File: src/rtl/cmd_pkg.sv
// Shared constants and types for the command packet receive path.
package cmd_pkg;

  localparam int DEF_WORD_WIDTH  = 8;
  localparam int DEF_VALUE_WORDS = 4;

  localparam logic [7:0] CMD_READ  = 8'h00;
  localparam logic [7:0] CMD_WRITE = 8'haa;

  typedef enum logic [1:0] {
    ST_IDLE    = 2'd0,
    ST_COLLECT = 2'd1,
    ST_DONE    = 2'd2
  } asm_state_t;

endpackage

File: src/rtl/idle_timer.sv
// Saturating idle counter; o_expired flags the last idle cycle a partial packet may survive.
module idle_timer #(
  parameter int TIMEOUT_CYCLES = 100000
) (
  input  logic clk,
  input  logic i_reset_n,
  input  logic i_clear,
  input  logic i_run,
  output logic o_expired
);

  localparam int TW = (TIMEOUT_CYCLES > 2) ? $clog2(TIMEOUT_CYCLES) : 1;
  localparam logic [TW-1:0] LAST = TW'(TIMEOUT_CYCLES - 1);
  localparam logic [TW-1:0] SAT  = '1;

  logic [TW-1:0] count_q, count_d;

  always_comb begin
    count_d = count_q;
    if (i_clear) begin
      count_d = '0;
    end else if (i_run && (count_q != SAT)) begin
      count_d = count_q + TW'(1);
    end
  end

  always_ff @(posedge clk or negedge i_reset_n) begin
    if (!i_reset_n) begin
      count_q <= '0;
    end else begin
      count_q <= count_d;
    end
  end

  assign o_expired = (count_q == LAST);

endmodule

File: src/rtl/packet_assembler.sv
// Collects a command word, an address word and VALUE_WORDS value words into one
// registered packet; partial packets are dropped after an idle timeout.
module packet_assembler
  import cmd_pkg::*;
#(
  parameter int  WORD_WIDTH     = DEF_WORD_WIDTH,
  parameter int  VALUE_WORDS    = DEF_VALUE_WORDS,
  parameter int  TIMEOUT_CYCLES = 100000,
  localparam int PKT_WORDS      = VALUE_WORDS + 2
) (
  input  logic                            clk,
  input  logic                            i_reset_n,
  input  logic [WORD_WIDTH-1:0]           i_word,
  input  logic                            i_word_valid,
  output logic [PKT_WORDS*WORD_WIDTH-1:0] o_data,
  output logic                            o_dv,
  output logic                            o_busy,
  output logic                            o_timeout
);

  localparam int PW = PKT_WORDS * WORD_WIDTH;
  localparam int SW = PW - WORD_WIDTH;
  localparam int CW = $clog2(PKT_WORDS + 1);
  localparam logic [CW-1:0] LAST_IDX = CW'(PKT_WORDS - 1);

  asm_state_t    state_q, state_d;
  logic [CW-1:0] count_q, count_d;
  logic [SW-1:0] shift_q, shift_d;
  logic [PW-1:0] data_q, data_d;
  logic          dv_q, dv_d;
  logic          timeout_q, timeout_d;
  logic          busy_q, busy_d;
  logic          armed_q;
  logic          strobe, expired, last_word;
  logic [PW-1:0] shifted;

  // armed_q masks a strobe that lands on the first edge after reset release.
  assign strobe    = i_word_valid & armed_q;
  assign last_word = (count_q == LAST_IDX);
  assign shifted   = {shift_q, i_word};

  idle_timer #(
    .TIMEOUT_CYCLES(TIMEOUT_CYCLES)
  ) u_idle_timer (
    .clk      (clk),
    .i_reset_n(i_reset_n),
    .i_clear  (strobe | (state_q != ST_COLLECT)),
    .i_run    (state_q == ST_COLLECT),
    .o_expired(expired)
  );

  always_ff @(posedge clk or negedge i_reset_n) begin
    if (!i_reset_n) begin
      state_q   <= ST_IDLE;
      count_q   <= '0;
      shift_q   <= '0;
      data_q    <= '0;
      dv_q      <= 1'b0;
      timeout_q <= 1'b0;
      busy_q    <= 1'b0;
      armed_q   <= 1'b0;
    end else begin
      state_q   <= state_d;
      count_q   <= count_d;
      shift_q   <= shift_d;
      data_q    <= data_d;
      dv_q      <= dv_d;
      timeout_q <= timeout_d;
      busy_q    <= busy_d;
      armed_q   <= 1'b1;
    end
  end

  always_comb begin
    state_d = state_q;
    unique case (state_q)
      ST_COLLECT: begin
        if (strobe) begin
          if (last_word) state_d = ST_DONE;
        end else if (expired) begin
          state_d = ST_IDLE;
        end
      end
      default: state_d = strobe ? ST_COLLECT : ST_IDLE;
    endcase
  end

  always_comb begin
    count_d   = count_q;
    shift_d   = shift_q;
    data_d    = data_q;
    dv_d      = 1'b0;
    timeout_d = 1'b0;
    busy_d    = (state_d == ST_COLLECT);
    unique case (state_q)
      ST_COLLECT: begin
        if (strobe) begin
          count_d = count_q + CW'(1);
          shift_d = shifted[SW-1:0];
          if (last_word) begin
            data_d = shifted;
            dv_d   = 1'b1;
          end
        end else if (expired) begin
          count_d   = '0;
          timeout_d = 1'b1;
        end
      end
      default: begin
        // A word in IDLE or DONE always opens a fresh packet.
        if (strobe) begin
          count_d = CW'(1);
          shift_d = SW'(i_word);
        end else begin
          count_d = '0;
        end
      end
    endcase
  end

  assign o_data    = data_q;
  assign o_dv      = dv_q;
  assign o_busy    = busy_q;
  assign o_timeout = timeout_q;

endmodule

File: config.mk
export PLATFORM = sky130hd
export DESIGN_NAME = packet_assembler
export DESIGN_NICKNAME = d
export VERILOG_FILES = /design/src/rtl/cmd_pkg.sv /design/src/rtl/idle_timer.sv /design/src/rtl/packet_assembler.sv
export SDC_FILE = /design/constraint.sdc
export NUM_CORES = 1
export LEC_CHECK = 0
export BUFFER_PORTS_ARGS = -buffer_cell sky130_fd_sc_hd__buf_2
export CAP_MARGIN = 10
export CELL_PAD_IN_SITES_DETAIL_PLACEMENT = 0
export CELL_PAD_IN_SITES_GLOBAL_PLACEMENT = 1
export CORE_ASPECT_RATIO = 0.7
export CORE_MARGIN = 4
export CORE_UTILIZATION = 50
export DETAILED_ROUTE_END_ITERATION = 10
export HOLD_SLACK_MARGIN = 0.05
export PLACE_DENSITY_LB_ADDON = 0.08
export SKIP_CTS_REPAIR_TIMING = 1
export SKIP_LAST_GASP = 1
export SYNTH_ARGS = -nofsm -noshare
export SYNTH_HDL_FRONTEND = slang
export SYNTH_SLANG_ARGS = --single-unit
File: constraint.sdc
create_clock -name clk -period 4.57 [get_ports clk]
set_input_delay 0.457 -clock clk [delete_from_list [all_inputs] [get_ports clk]]
set_output_delay 0.457 -clock clk [all_outputs]
set_load 0.05 [all_outputs]
# After elaboration in Yosys (flattened, before gate mapping)
# Cells that the tools add are included.
[totals]
elab_cells = 43
out_inout_bits = 51
register_bits = 114
input_bits = 11
[op_classes]
n_addsub = 2
n_reduce_logical = 3
mux = 20
n_eq_ne = 7
n_bitwise = 2
[ops]
columns = ["operator", "n"]
rows = [
  ["two-way mux 40 bit", 3],
  ["two-way mux 17 bit", 2],
  ["adder 17 x 1 -> 17 bit (second input constant)", 1],
  ["equality test 17 bit (second input constant)", 1],
  ["inequality test 17 bit (second input constant)", 1],
  ["two-way mux 3 bit", 3],
  ["two-way mux 1 bit", 8],
  ["two-way mux 2 bit", 4],
  ["equality test 2 x 1 -> 1 bit (second input constant)", 2],
  ["adder 3 x 1 -> 3 bit (second input constant)", 1],
  ["equality test 3 bit (second input constant)", 1],
  ["inequality test 3 bit (second input constant)", 1],
  ["AND reduction 3 bit", 1],
  ["inequality test 2 x 1 -> 1 bit (second input constant)", 1],
  ["nonzero test 2 bit", 1],
  ["AND 1 bit", 1],
  ["logical AND 1 bit", 1],
  ["OR 1 bit", 1],
]

# Longest topological paths before layout
[depth]
ltp_word = 5
mapped_depth = 10
ltp_nobuf = 9

# Hierarchy
# Synthesis repeated with hierarchy kept, for this count alone.
[unflattened]
cells_unflattened = 319
hier_area_um2 = 4692.0
[by_module_without_submodules]
columns = ["mod", "seq_area_each_um2", "cells_each", "instances", "area_per_inst_um2"]
rows = [
  ["packet_assembler", 2427.3, 225, 1, 3789.9],
  ["idle_timer", 425.4, 94, 1, 902.1],
]

# Worst setup path after synthesis
# OpenSTA, ideal clock, no wires.
[synth_path]
path_type = "register to register"
startpoint = "reg u_idle_timer.count_q[0]"
endpoint = "reg u_idle_timer.count_q[13]"
setup_time_ns = 0.080
path_buffers = 1
t_arrival_ns = 2.318
path_stages_with_launch = 11
required_time_ns = 4.490
setup_slack_ns = 2.171
period_less_slack_ns = 2.399
cell_sequence = "dfrtp_1 -> ha_1 -> nand4_1 -> or3_1 -> nor3_1 -> ha_1 -> buf_6 -> nand3b_1 -> or4_4 -> or3_1 -> a21oi_1"
[synth_via]
elab_chain_len = 3
word_cells_on_any_way = 6
cone_classes = "add/sub: 1; eq/ne: 1; mux: 2; reduce/logical: 2"
[synth_rtl]
columns = ["element", "line", "rtl"]
rows = [
  ["start: declaration", "idle_timer.sv:16", "logic [TW-1:0] count_q, count_d;"],
  ["start signal: assignment", "idle_timer.sv:31", "count_q <= count_d;"],
  ["adder 17 x 1 -> 17 bit or inequality test 17 bit (tied branches)", "idle_timer.sv:23, idle_timer.sv:22", ""],
  ["two-way mux 17 bit or logical AND 1 bit (tied branches)", "idle_timer.sv:22", "end else if (i_run && (count_q != SAT)) begin"],
  ["two-way mux 17 bit or nonzero test 2 bit (tied branches)", "-", ""],
]
# Several ways; a longest one is shown, not always the timed one. The select of a mux whose other input is x is not followed.
# A chain may end at the register's enable or synchronous reset.

# Final worst setup path
[layout_path]
startpoint = "reg u_idle_timer.count_q[0]"
endpoint = "reg u_idle_timer.count_q[15]"
# Same word-level chain as after synthesis.

==> run_results.csv <==
group,metric,value,unit
die,die_x,121,um
global_route,grt_max_degree,74,
global_route,grtUsageTotal,17.9,%
yosys,synth.distinct_cells,38,
clock_tree,cts_made_buffers,17,
timing,finalSetupViolCount,0,
global_route,grt_pass1_wl,14300,um
final_layout,final.fill_count,652,
timing,fin_skew,10.5,ps
timing,hold_viol_final,0,
clock_tree,h-tree-depth,4,
power,power.leakage,0.00274,uW
die,dieArea,10500,um2
worst_hold_path,hp-class,"primary input to asynchronous set/reset pin",
run,maxCapViolations,0,
clock_tree,cts.path.max_buffers,2,
power,netSwitchingFraction,23.1,%
routing,vias_per_cell,5.37,
final_layout,diodes,0,
yosys,seq_area_frac_synth,64.0,%
setup_path,crit_type,"flip-flop to flip-flop",
power,peakVddDrop,0.229,mV
die,initial_core_util,52.0,%
final_layout,drive_above_1_share,39.7,%
placed_design,gp_congestion,0.783,
setup_path,critPathLaunch,"u_idle_timer.count_q[0]",
setup_path,crit_path_cell_trace,"ha_1, nand4_1, or3_1, nor3_1, ha_1, nand3b_1, or4_4, or3_1, a21oi_1",
power,power-per-cell-area,451,nW/um2
power,switching_power,563,uW
setup_path,cpMaxStageDelayCell,"or4_4",
yosys,ys_warn_count,0,
timing,slew_headroom,35.5,%
setup_path,crit_fanout,9,
power,internal_power,1870,uW
routing,drtPass1Iterations,4,
global_route,gr-total-overflow,0,
timing,finalCriticalPeriod,2670,ps
final_layout,final_cell_mix,"114 x dfrtp_1, 60 x buf_2, 56 x mux2_2, 32 x a22o_1, 17 x clkbuf_16",
final_layout,layout_commonest_cell,"dfrtp_1",
routing,antenna_left,0,
global_route,grt_pass1_vias,2757,
die,rows,28,
final_layout,fin_nets,399,
routing,routed_wirelength,8460,um
placed_design,hpwl,5340,um
final_layout,syn2layout_area_growth,21.0,%
timing,clock.fmax,0.374,GHz
placed_design,place_area,4860,um2
power,combPwrFrac,5.9,%
clock_tree,clk_latency,400,ps
power,seqPwrFrac,45.7,%
timing,finalMaxSlewViolations,0,
setup_path,crit_path_start_kind,"flip-flop",
yosys,synth.net_count,333,
clock_tree,clk_pin_slew,50,ps
timing,rsz0062_at_grt,"no",
yosys,synth_area,4460,um2
timing,tns,0,ps
routing,vias,2764,
setup_path,slowest_delay,500,ps
die,core_area,8580,um2
final_layout,final_area,5400,um2
global_route,antenna_found_initial,0,
timing,period_share,58.5,%
placed_design,io_buffers,61,
setup_path,end_kind,"flip-flop",
power,clockPowerShare,48.4,%
setup_path,regToRegStartpoint,"u_idle_timer.count_q[0]",
setup_path,required,4880,ps
outcome,status,"complete, no violations",
yosys,avgSynthCellArea,14.0,um2
die,pin_count,62,
yosys,syn_inst,318,
timing,tightest_slew,959,ps
setup_path,critical_path_arrival,2980,ps
die,die_y,87.0,um
clock_tree,cts_root_buffer,"clkbuf_16",
clock_tree,cts.sinks,114,
routing,drc,0,
routing,wire_per_inst,16.4,um
yosys,synth-seq-cells,114,
clock_tree,cts_tree,"built",
routing,first_iter_violations,171,
-- layout make-up --
| cell class | count | area (um2) | area share (%) |
|---|---|---|---|
| sequential | 114 | 2850 | 52.9 |
| multi-input combinational | 183 | 1510 | 28.0 |
| clock buffer | 19 | 443 | 8.21 |
| timing repair buffer | 65 | 338 | 6.26 |
| tap | 120 | 150 | 2.78 |
| clock inverter | 11 | 91.3 | 1.69 |
| inverter | 3 | 11.3 | 0.209 |
-- registers in the layout, summed over array words and instances, names as in the netlist --
register / flops
o_dv: 1
u_idle_timer.count_q: 17
armed_q: 1
o_busy: 1
count_q: 3
shift_q: 40
state_q: 2
o_timeout: 1
o_data: 48
-- worst max-delay path: cells and delay by family (launching register included) --
kind	cells	cell delay, ps
AND/OR/NAND/NOR	6	1520
adder cells (fa/ha/maj)	2	520
flip-flops	1	400
AO/OA/AOI/OAI	1	140
-- synth_stat cells, drive strengths merged --
| master | n | area (um2) |
|---|---|---|
| dfrtp | 114 | 2850 |
| mux2 | 56 | 631 |
| a22o | 32 | 280 |
| nor2 | 14 | 55.1 |
| clkbuf | 11 | 41.3 |
| nand2 | 8 | 30.0 |
| buf | 7 | 46.3 |
| o21ai | 6 | 30.0 |
| xnor2 | 6 | 52.6 |
| a21oi | 5 | 25.0 |
| nand3 | 5 | 30.0 |
| nand4 | 5 | 31.3 |
| nor3 | 5 | 25.0 |
| ha | 4 | 50.1 |
| nor2b | 4 | 25.0 |
| or3 | 4 | 26.3 |
| and3 | 3 | 18.8 |
| inv | 3 | 11.3 |
| mux2i | 3 | 30.0 |
| nor4 | 3 | 18.8 |
| xor2 | 3 | 26.3 |
| a31oi | 2 | 12.5 |
| and2 | 2 | 12.5 |
| nand2b | 2 | 12.5 |
| nor4b | 2 | 17.5 |
| o22ai | 2 | 12.5 |
| a21o | 1 | 7.51 |
| a31o | 1 | 8.76 |
| conb | 1 | 3.75 |
| nand3b | 1 | 7.51 |
| nor3b | 1 | 7.51 |
| o32ai | 1 | 8.76 |
| or4 | 1 | 11.3 |
-- metal layers --
metal,up-vias,global-route usage (%),wire length (um)
met1,1393,25.6,4410
li1,1291,-,-
met5,-,0,0
met3,7,7.01,447
met4,0,7.20,82
met2,73,24.3,3520
-- metrics by stage --
| step | util (%) | hold WS (ps) | instances | total power, uW | worst slack, ps |
|---|---|---|---|---|---|
| 2_1_floorplan | - | 161 | 318 | 1210 | 2170 |
| 6_report | 62.9 | 190 | 515 | 2440 | 1900 |
| 3_5_place_dp | 56.7 | 490 | 485 | 1270 | 1900 |
| 5_1_grt | 62.9 | 257 | 515 | 2540 | 1720 |
| 3_3_place_gp | 56.7 | 483 | 485 | 1270 | 1970 |
| 4_1_cts | 62.9 | 214 | 515 | 2470 | 1890 |
-- worst paths after layout --
check / endpoint / slack, ps / depth (start not counted)
worst max-delay path: u_idle_timer.count_q[15] / 1900 / 9
worst min-delay path: o_timeout / 190 / 1
worst max register to register: u_idle_timer.count_q[15] / 1900 / 9
worst min register to register: o_data[12] / 500 / 1
max in group asynchronous: u_idle_timer.count_q[8] / 3320 / 2
min in group clk: shift_q[5] / 300 / 2
-- cell families after synthesis --
kind of cell,count (synthesis),synth area share [%]
flops,114,64.0
compound gates,50,8.64
fa+ha+maj,4,1.12
mux,59,14.8
simple gates,60,7.38
xor+xnor,9,1.77
other cells,1,0.0841
buf+inv,21,2.22
-- power by group through the flow --
stage / logic [uW] / registers, uW / clock network, uW
finish: 143 / 1110 / 1180
global route: 160 / 1120 / 1260
CTS: 146 / 1110 / 1210
detailed placement: 145 / 1130 / 0
global placement: 142 / 1130 / 0
floorplan: 78.7 / 1130 / 0
Note: power is estimated with default switching activity, not from simulation.
